===== config.mk =====
export PLATFORM = sky130hd
export DESIGN_NAME = fetch_stage
export DESIGN_NICKNAME = d
export VERILOG_FILES = /design/src/rtl/mips_pkg.sv /design/src/rtl/fetch_queue.sv /design/src/rtl/fetch_stage.sv
export SDC_FILE = /design/constraint.sdc
export NUM_CORES = 1
export LEC_CHECK = 0
export ABC_AREA = 1
export BUFFER_PORTS_ARGS = -buffer_cell sky130_fd_sc_hd__buf_2
export CAP_MARGIN = 20
export CORE_MARGIN = 4
export CORE_UTILIZATION = 40
export CTS_CLUSTER_DIAMETER = 100
export DETAILED_ROUTE_END_ITERATION = 7
export PLACE_DENSITY = 0.68
export SLEW_MARGIN = 20
export SYNTH_ARGS = -nofsm -noshare
export SYNTH_HDL_FRONTEND = slang
export SYNTH_SLANG_ARGS = --single-unit

===== constraint.sdc =====
create_clock -name clk -period 4.7 [get_ports clk]
set_clock_uncertainty 0.05 [all_clocks]
set_input_delay 0.94 -clock clk [delete_from_list [all_inputs] [get_ports clk]]
set_output_delay 0.94 -clock clk [all_outputs]
set_load 0.05 [all_outputs]

===== src/rtl/mips_pkg.sv =====
// Shared types and constants for the MIPS instruction-fetch slice.
package mips_pkg;

    typedef struct packed {
        logic [31:0] pc;
        logic [31:0] inst;
    } fetch_entry_t;

    localparam logic [31:0] DEFAULT_RESET_PC = 32'h0000_0000;
    localparam logic [31:0] NOP_INST         = 32'h0000_0000;
    localparam logic [31:0] PC_STEP          = 32'h0000_0004;

    // Instruction addresses are word aligned; drop the byte-offset bits.
    function automatic logic [31:0] align_pc(input logic [31:0] pc);
        return pc & 32'hFFFF_FFFC;
    endfunction

endpackage


===== src/rtl/fetch_queue.sv =====
// Small circular FIFO of fetched {pc, inst} pairs between IF and ID.
// Pointers carry one extra wrap bit so full and empty are told apart
// without a separate counter.
module fetch_queue
    import mips_pkg::*;
#(
    parameter int DEPTH = 2
) (
    input  logic         clk,
    input  logic         rst_b,
    input  logic         flush,
    input  logic         push,
    input  fetch_entry_t push_data,
    input  logic         pop,
    output logic         full,
    output logic         empty,
    output fetch_entry_t head
);

    localparam int AW = (DEPTH > 1) ? $clog2(DEPTH) : 1;
    localparam logic [AW:0] PTR_ONE = {{AW{1'b0}}, 1'b1};

    logic [AW:0]  rd_ptr_r;
    logic [AW:0]  wr_ptr_r;
    fetch_entry_t mem_r [DEPTH];
    logic         push_ok_s;
    logic         pop_ok_s;

    // Derive occupancy flags and qualified push/pop from the pointers.
    always_comb begin
        empty     = (rd_ptr_r == wr_ptr_r);
        full      = (rd_ptr_r[AW] != wr_ptr_r[AW]) &&
                    (rd_ptr_r[AW-1:0] == wr_ptr_r[AW-1:0]);
        pop_ok_s  = pop && !empty;
        // A full queue accepts a push only when the head leaves in the same cycle.
        push_ok_s = push && (!full || pop_ok_s);
        head      = mem_r[rd_ptr_r[AW-1:0]];
    end

    // Advance read/write pointers; flush or reset empties the queue.
    always_ff @(posedge clk) begin
        if (!rst_b) begin
            rd_ptr_r <= '0;
            wr_ptr_r <= '0;
        end else if (flush) begin
            rd_ptr_r <= '0;
            wr_ptr_r <= '0;
        end else begin
            if (push_ok_s) begin
                wr_ptr_r <= wr_ptr_r + PTR_ONE;
            end
            if (pop_ok_s) begin
                rd_ptr_r <= rd_ptr_r + PTR_ONE;
            end
        end
    end

    // Entry storage; cleared on reset so no stale word is ever observable.
    always_ff @(posedge clk) begin
        if (!rst_b) begin
            for (int i = 0; i < DEPTH; i++) begin
                mem_r[i] <= '0;
            end
        end else if (push_ok_s && !flush) begin
            mem_r[wr_ptr_r[AW-1:0]] <= push_data;
        end
    end

endmodule


===== src/rtl/fetch_stage.sv =====
// Instruction-fetch stage: owns the PC, fetches one word per cycle into a
// small queue and presents the queue head to ID. Redirects flush the queue,
// a syscall halt stops fetching until the next reset.
module fetch_stage
    import mips_pkg::*;
#(
    parameter int          DEPTH    = 2,
    parameter logic [31:0] RESET_PC = DEFAULT_RESET_PC
) (
    input  logic        clk,
    input  logic        rst_b,
    output logic [31:0] inst_addr,
    input  logic [31:0] inst,
    input  logic        id_ready,
    input  logic        redirect_valid,
    input  logic [31:0] redirect_pc,
    input  logic        halt,
    output logic        if_valid,
    output logic [31:0] if_inst,
    output logic [31:0] if_pc,
    output logic [31:0] if_pc_plus_4,
    output logic        fetch_halted
);

    logic [31:0]  pc_r;
    logic         halted_r;
    logic         full_s;
    logic         empty_s;
    logic         pop_s;
    logic         fire_s;
    logic         flush_s;
    fetch_entry_t head_s;
    fetch_entry_t push_data_s;

    // Fetch/pop decisions; halt and redirect both suppress the push.
    always_comb begin
        pop_s       = !empty_s && id_ready;
        fire_s      = !halted_r && !halt && !redirect_valid && (!full_s || pop_s);
        flush_s     = halt || redirect_valid;
        push_data_s = '{pc: pc_r, inst: inst};
    end

    fetch_queue #(
        .DEPTH(DEPTH)
    ) u_queue (
        .clk      (clk),
        .rst_b    (rst_b),
        .flush    (flush_s),
        .push     (fire_s),
        .push_data(push_data_s),
        .pop      (pop_s),
        .full     (full_s),
        .empty    (empty_s),
        .head     (head_s)
    );

    // PC register: frozen once halted, otherwise redirect or sequential step.
    always_ff @(posedge clk) begin
        if (!rst_b) begin
            pc_r <= RESET_PC;
        end else if (halt || halted_r) begin
            pc_r <= pc_r;
        end else if (redirect_valid) begin
            pc_r <= align_pc(redirect_pc);
        end else if (fire_s) begin
            pc_r <= pc_r + PC_STEP;
        end else begin
            pc_r <= pc_r;
        end
    end

    // Sticky halt flag, cleared only by reset.
    always_ff @(posedge clk) begin
        if (!rst_b) begin
            halted_r <= 1'b0;
        end else if (halt) begin
            halted_r <= 1'b1;
        end else begin
            halted_r <= halted_r;
        end
    end

    // ID-facing outputs come from registered queue state only; zero when empty.
    always_comb begin
        inst_addr    = pc_r;
        fetch_halted = halted_r;
        if_valid     = !empty_s;
        if (!empty_s) begin
            if_inst      = head_s.inst;
            if_pc        = head_s.pc;
            if_pc_plus_4 = head_s.pc + PC_STEP;
        end else begin
            if_inst      = NOP_INST;
            if_pc        = 32'h0000_0000;
            if_pc_plus_4 = 32'h0000_0000;
        end
    end

endmodule


==> impl_metrics.yaml <==
yosys:
  synth.distinct_cells: 35
  synthTopCellsByArea: "edfxtp_1, nand2_1, nor2_1, dfxtp_1, inv_1"
  seq_area_frac_synth_pct: 48.5
  syn_area_per_cell_um2: 7.22
  synth_cells: 1269
  ys_warn_count: 0
  synth_area_leader_cell: "edfxtp_1"
  synth_flop_cell: "edfxtp_1"
  synth.most_common_cell: "nand2_1"
  async_reset_ff_share_pct: 0
  ys_ff_latch: 160
  synth_top_area_share_pct: 40.6
  synthTopCellsByCount: "nand2_1, nor2_1, edfxtp_1"
  synth_area_um2: 9160
  synth_edf_count: 124
detailed_routing:
  drtPass1Iterations: 5
  drc: 0
  wirelength_um: 26000
  drt_iter0_markers: 767
  viasPerCell: 4.96
  ant_nets: 0
  vias: 8600
  wl_per_cell_um: 15.0
cts:
  cts_buffers: 17
  cts_max_level: 4
  cts-root-buf: "clkbuf_16"
  cts_setup_buffers: 0
  hold_buffers: 0
  cts_resized: 0
  cts_buffer_depth: 2
  cts_tree: "yes"
  cts_sinks: 160
  clkSlewWorstSetupHoldPaths_ns: 0.07
  insertion_delay_ns: 0.43
sta:
  finalSetupViolations: 0
  slew_headroom_pct: 41.8
  setup_tns_ns: 0
  fin_hold_ws_ns: 0.449
  post-route-period-util_pct: 88.5
  maxSlewViolCount: 0
  rsz0062_at_grt: "false"
  fin_crit_ns: 4.16
  hold_violations: 0
  worst_slew_pin_slew_ns: 0.871
  fmax_mhz: 240
job:
  maxCapViolations: 0
final_layout:
  n_antenna_cell: 0
  post-route-util_pct: 48.1
  area_growth_syn_to_layout_pct: 18.5
  drive_above_1_share_pct: 19.4
  nNetsFinal: 1507
  nFillCells: 2289
setup_path:
  cp_slowest_cell: "buf_4"
  cp_num_buf_inv: 2
  start_kind: "flip-flop"
  crit_top_cell: "nand2_1"
  crit_chain: "buf_4 > nand2_1 > nand2_1 > ha_1 > nand2_1 > nor2_2 > nand2_2 > nor3_4 > nor2_1 > nor2_1 > buf_2"
  max_stage_delay_ns: 0.65
  criticalPathCategory: "flip-flop to output pin"
  path_max_fanout: 75
  rr_worst_depth: 7
  r2r-end: "u_queue.mem_r[1][5]"
  timing.rr.start: "u_queue.wr_ptr_r[0]"
  r2r_slack_ns: 2.38
  critPathCaptureType: "output pin"
  critical_path.top_delay_family: "simple AND/OR/NAND/NOR gates"
  worstPathArrival_ns: 3.17
  worstPathRequired_ns: 3.71
global_route:
  grt_max_degree: 76
  grt_pass1_wl_um: 42000
  grt_pass1_vias: 8298
  antenna_found_initial: 0
  track_usage_pct: 20.3
  overflow: 0
pwr:
  ir_drop_mv: 0.243
  power_density_nw_per_um2: 313
  p_leak_nw: 4.72
floorplan:
  coreArea_um2: 22600
  die-area_um2: 25400
  row_count: 55
  initial_core_util_pct: 40.6
  ios: 199
  die_h_um: 159
  die-width_um: 159
hold_path:
  hold_depth: 2
  hold_path_end: "inst_addr[31]"
  holdCritPathClass: "flip-flop to flip-flop"
  hold_start: "inst_addr[31]"
place:
  portBuffers: 190
  hpwl_um: 18600
  routabilityCongestion: 0.926
status:
  status: "completed"
==> how the worst max path moves through the flow <==
stage	startpoint	to	slack [ns]	cells past startpoint
detailed placement	flip-flop	if_pc_plus_4[16]	0.98	11
finish	flip-flop	if_pc_plus_4[16]	0.54	11
global placement	flip-flop	if_pc_plus_4[16]	1.0	11
global route	flip-flop	if_pc_plus_4[16]	0.35	11
floorplan	redirect_valid	u_queue.mem_r[0][0]	1.06	7
CTS	flip-flop	if_pc_plus_4[16]	0.48	11
==> stage by stage <==
step                setup WS, ns  instance area (µm²)  power (mW)  cells
finish                     0.541                10900        3.39   1734
global route               0.350                10900        3.52   1734
CTS                        0.482                10900        3.42   1734
detailed placement         0.979                10300        2.08   1702
global placement           0.999                10300        2.07   1702
floorplan                   1.06                 9180        1.95   1274
==> routing by layer <==
metal	GRT usage (%)	wire length, µm
met1	28.1	12000
met4	5.33	437
met5	0	0
met3	3.99	1660
met2	32.7	11900
==> where the power goes <==
| part | total, mW | internal, mW | switching, mW | leakage (nW) |
|---|---|---|---|---|
| Clock | 1.34 | 0.712 | 0.630 | 0.285 |
| Sequential | 1.62 | 1.58 | 0.0348 | 1.60 |
| Combinational | 0.433 | 0.0990 | 0.334 | 2.84 |
==> worst register-to-register path: cells and delay by family, from the launching register on <==
family	cells	cell delay (ns)
AND/OR/NAND/NOR	4	0.72
flip-flops	1	0.45
buffers and inverters	2	0.61
XOR/XNOR	1	0.16
==> cells in the final DEF, fill, tap and decap left out, types with 3 or more instances in the layout <==
cell type / netlist / layout
inv_8: 0 / 7
nand4_1: 5 / 5
conb_1: 1 / 6
o21ai_1: 3 / 3
nor3_1: 6 / 6
o21ai_2: 5 / 5
edfxtp_1: 124 / 124
inv_1: 119 / 119
xor2_1: 3 / 3
inv_6: 0 / 3
dfxtp_1: 36 / 35
inv_2: 2 / 3
and2_1: 3 / 3
nand3_1: 54 / 53
buf_2: 17 / 190
nor3b_1: 4 / 4
nor2_1: 291 / 291
clkbuf_16: 0 / 17
buf_4: 8 / 11
a21oi_1: 83 / 83
nor2_4: 5 / 5
nand3_2: 2 / 3
clkinv_4: 0 / 3
o21ai_0: 31 / 31
nand2_2: 16 / 18
nand2_1: 397 / 395
nor2_2: 11 / 11
==> area by class of cell <==
class,instances,area (µm²),share of cell area [%]
Clock inverter,15,155,1.43
Clock buffer,17,425,3.92
Tap cell,285,357,3.28
Inverter,122,458,4.22
Multi-Input combinational cell,934,3980,36.7
Timing Repair Buffer,201,1030,9.52
Sequential cell,160,4450,40.9
==> sequential cells by signal, indices dropped and copies added (netlist names), named ones only <==
signal	count
fetch_halted	1
u_queue.mem_r	124
u_queue.wr_ptr_r	2
u_queue.rd_ptr_r	2
inst_addr	30
==> cell families (layout without fill, tap and decap cells) <==
| family | after synthesis | count (layout) | share of synthesized area, % |
|---|---|---|---|
| XOR/XNOR | 5 | 5 | 0.478 |
| AND/OR/NAND/NOR | 796 | 796 | 35.3 |
| adder cells (fa/ha/maj) | 2 | 2 | 0.273 |
| buffers and inverters | 180 | 355 | 8.32 |
| flip-flops | 160 | 160 | 48.5 |
| AO/OA/AOI/OAI | 125 | 125 | 7.07 |
| other | 1 | 6 | 0.0409 |
Note: power is estimated with default switching activity, not from simulation.
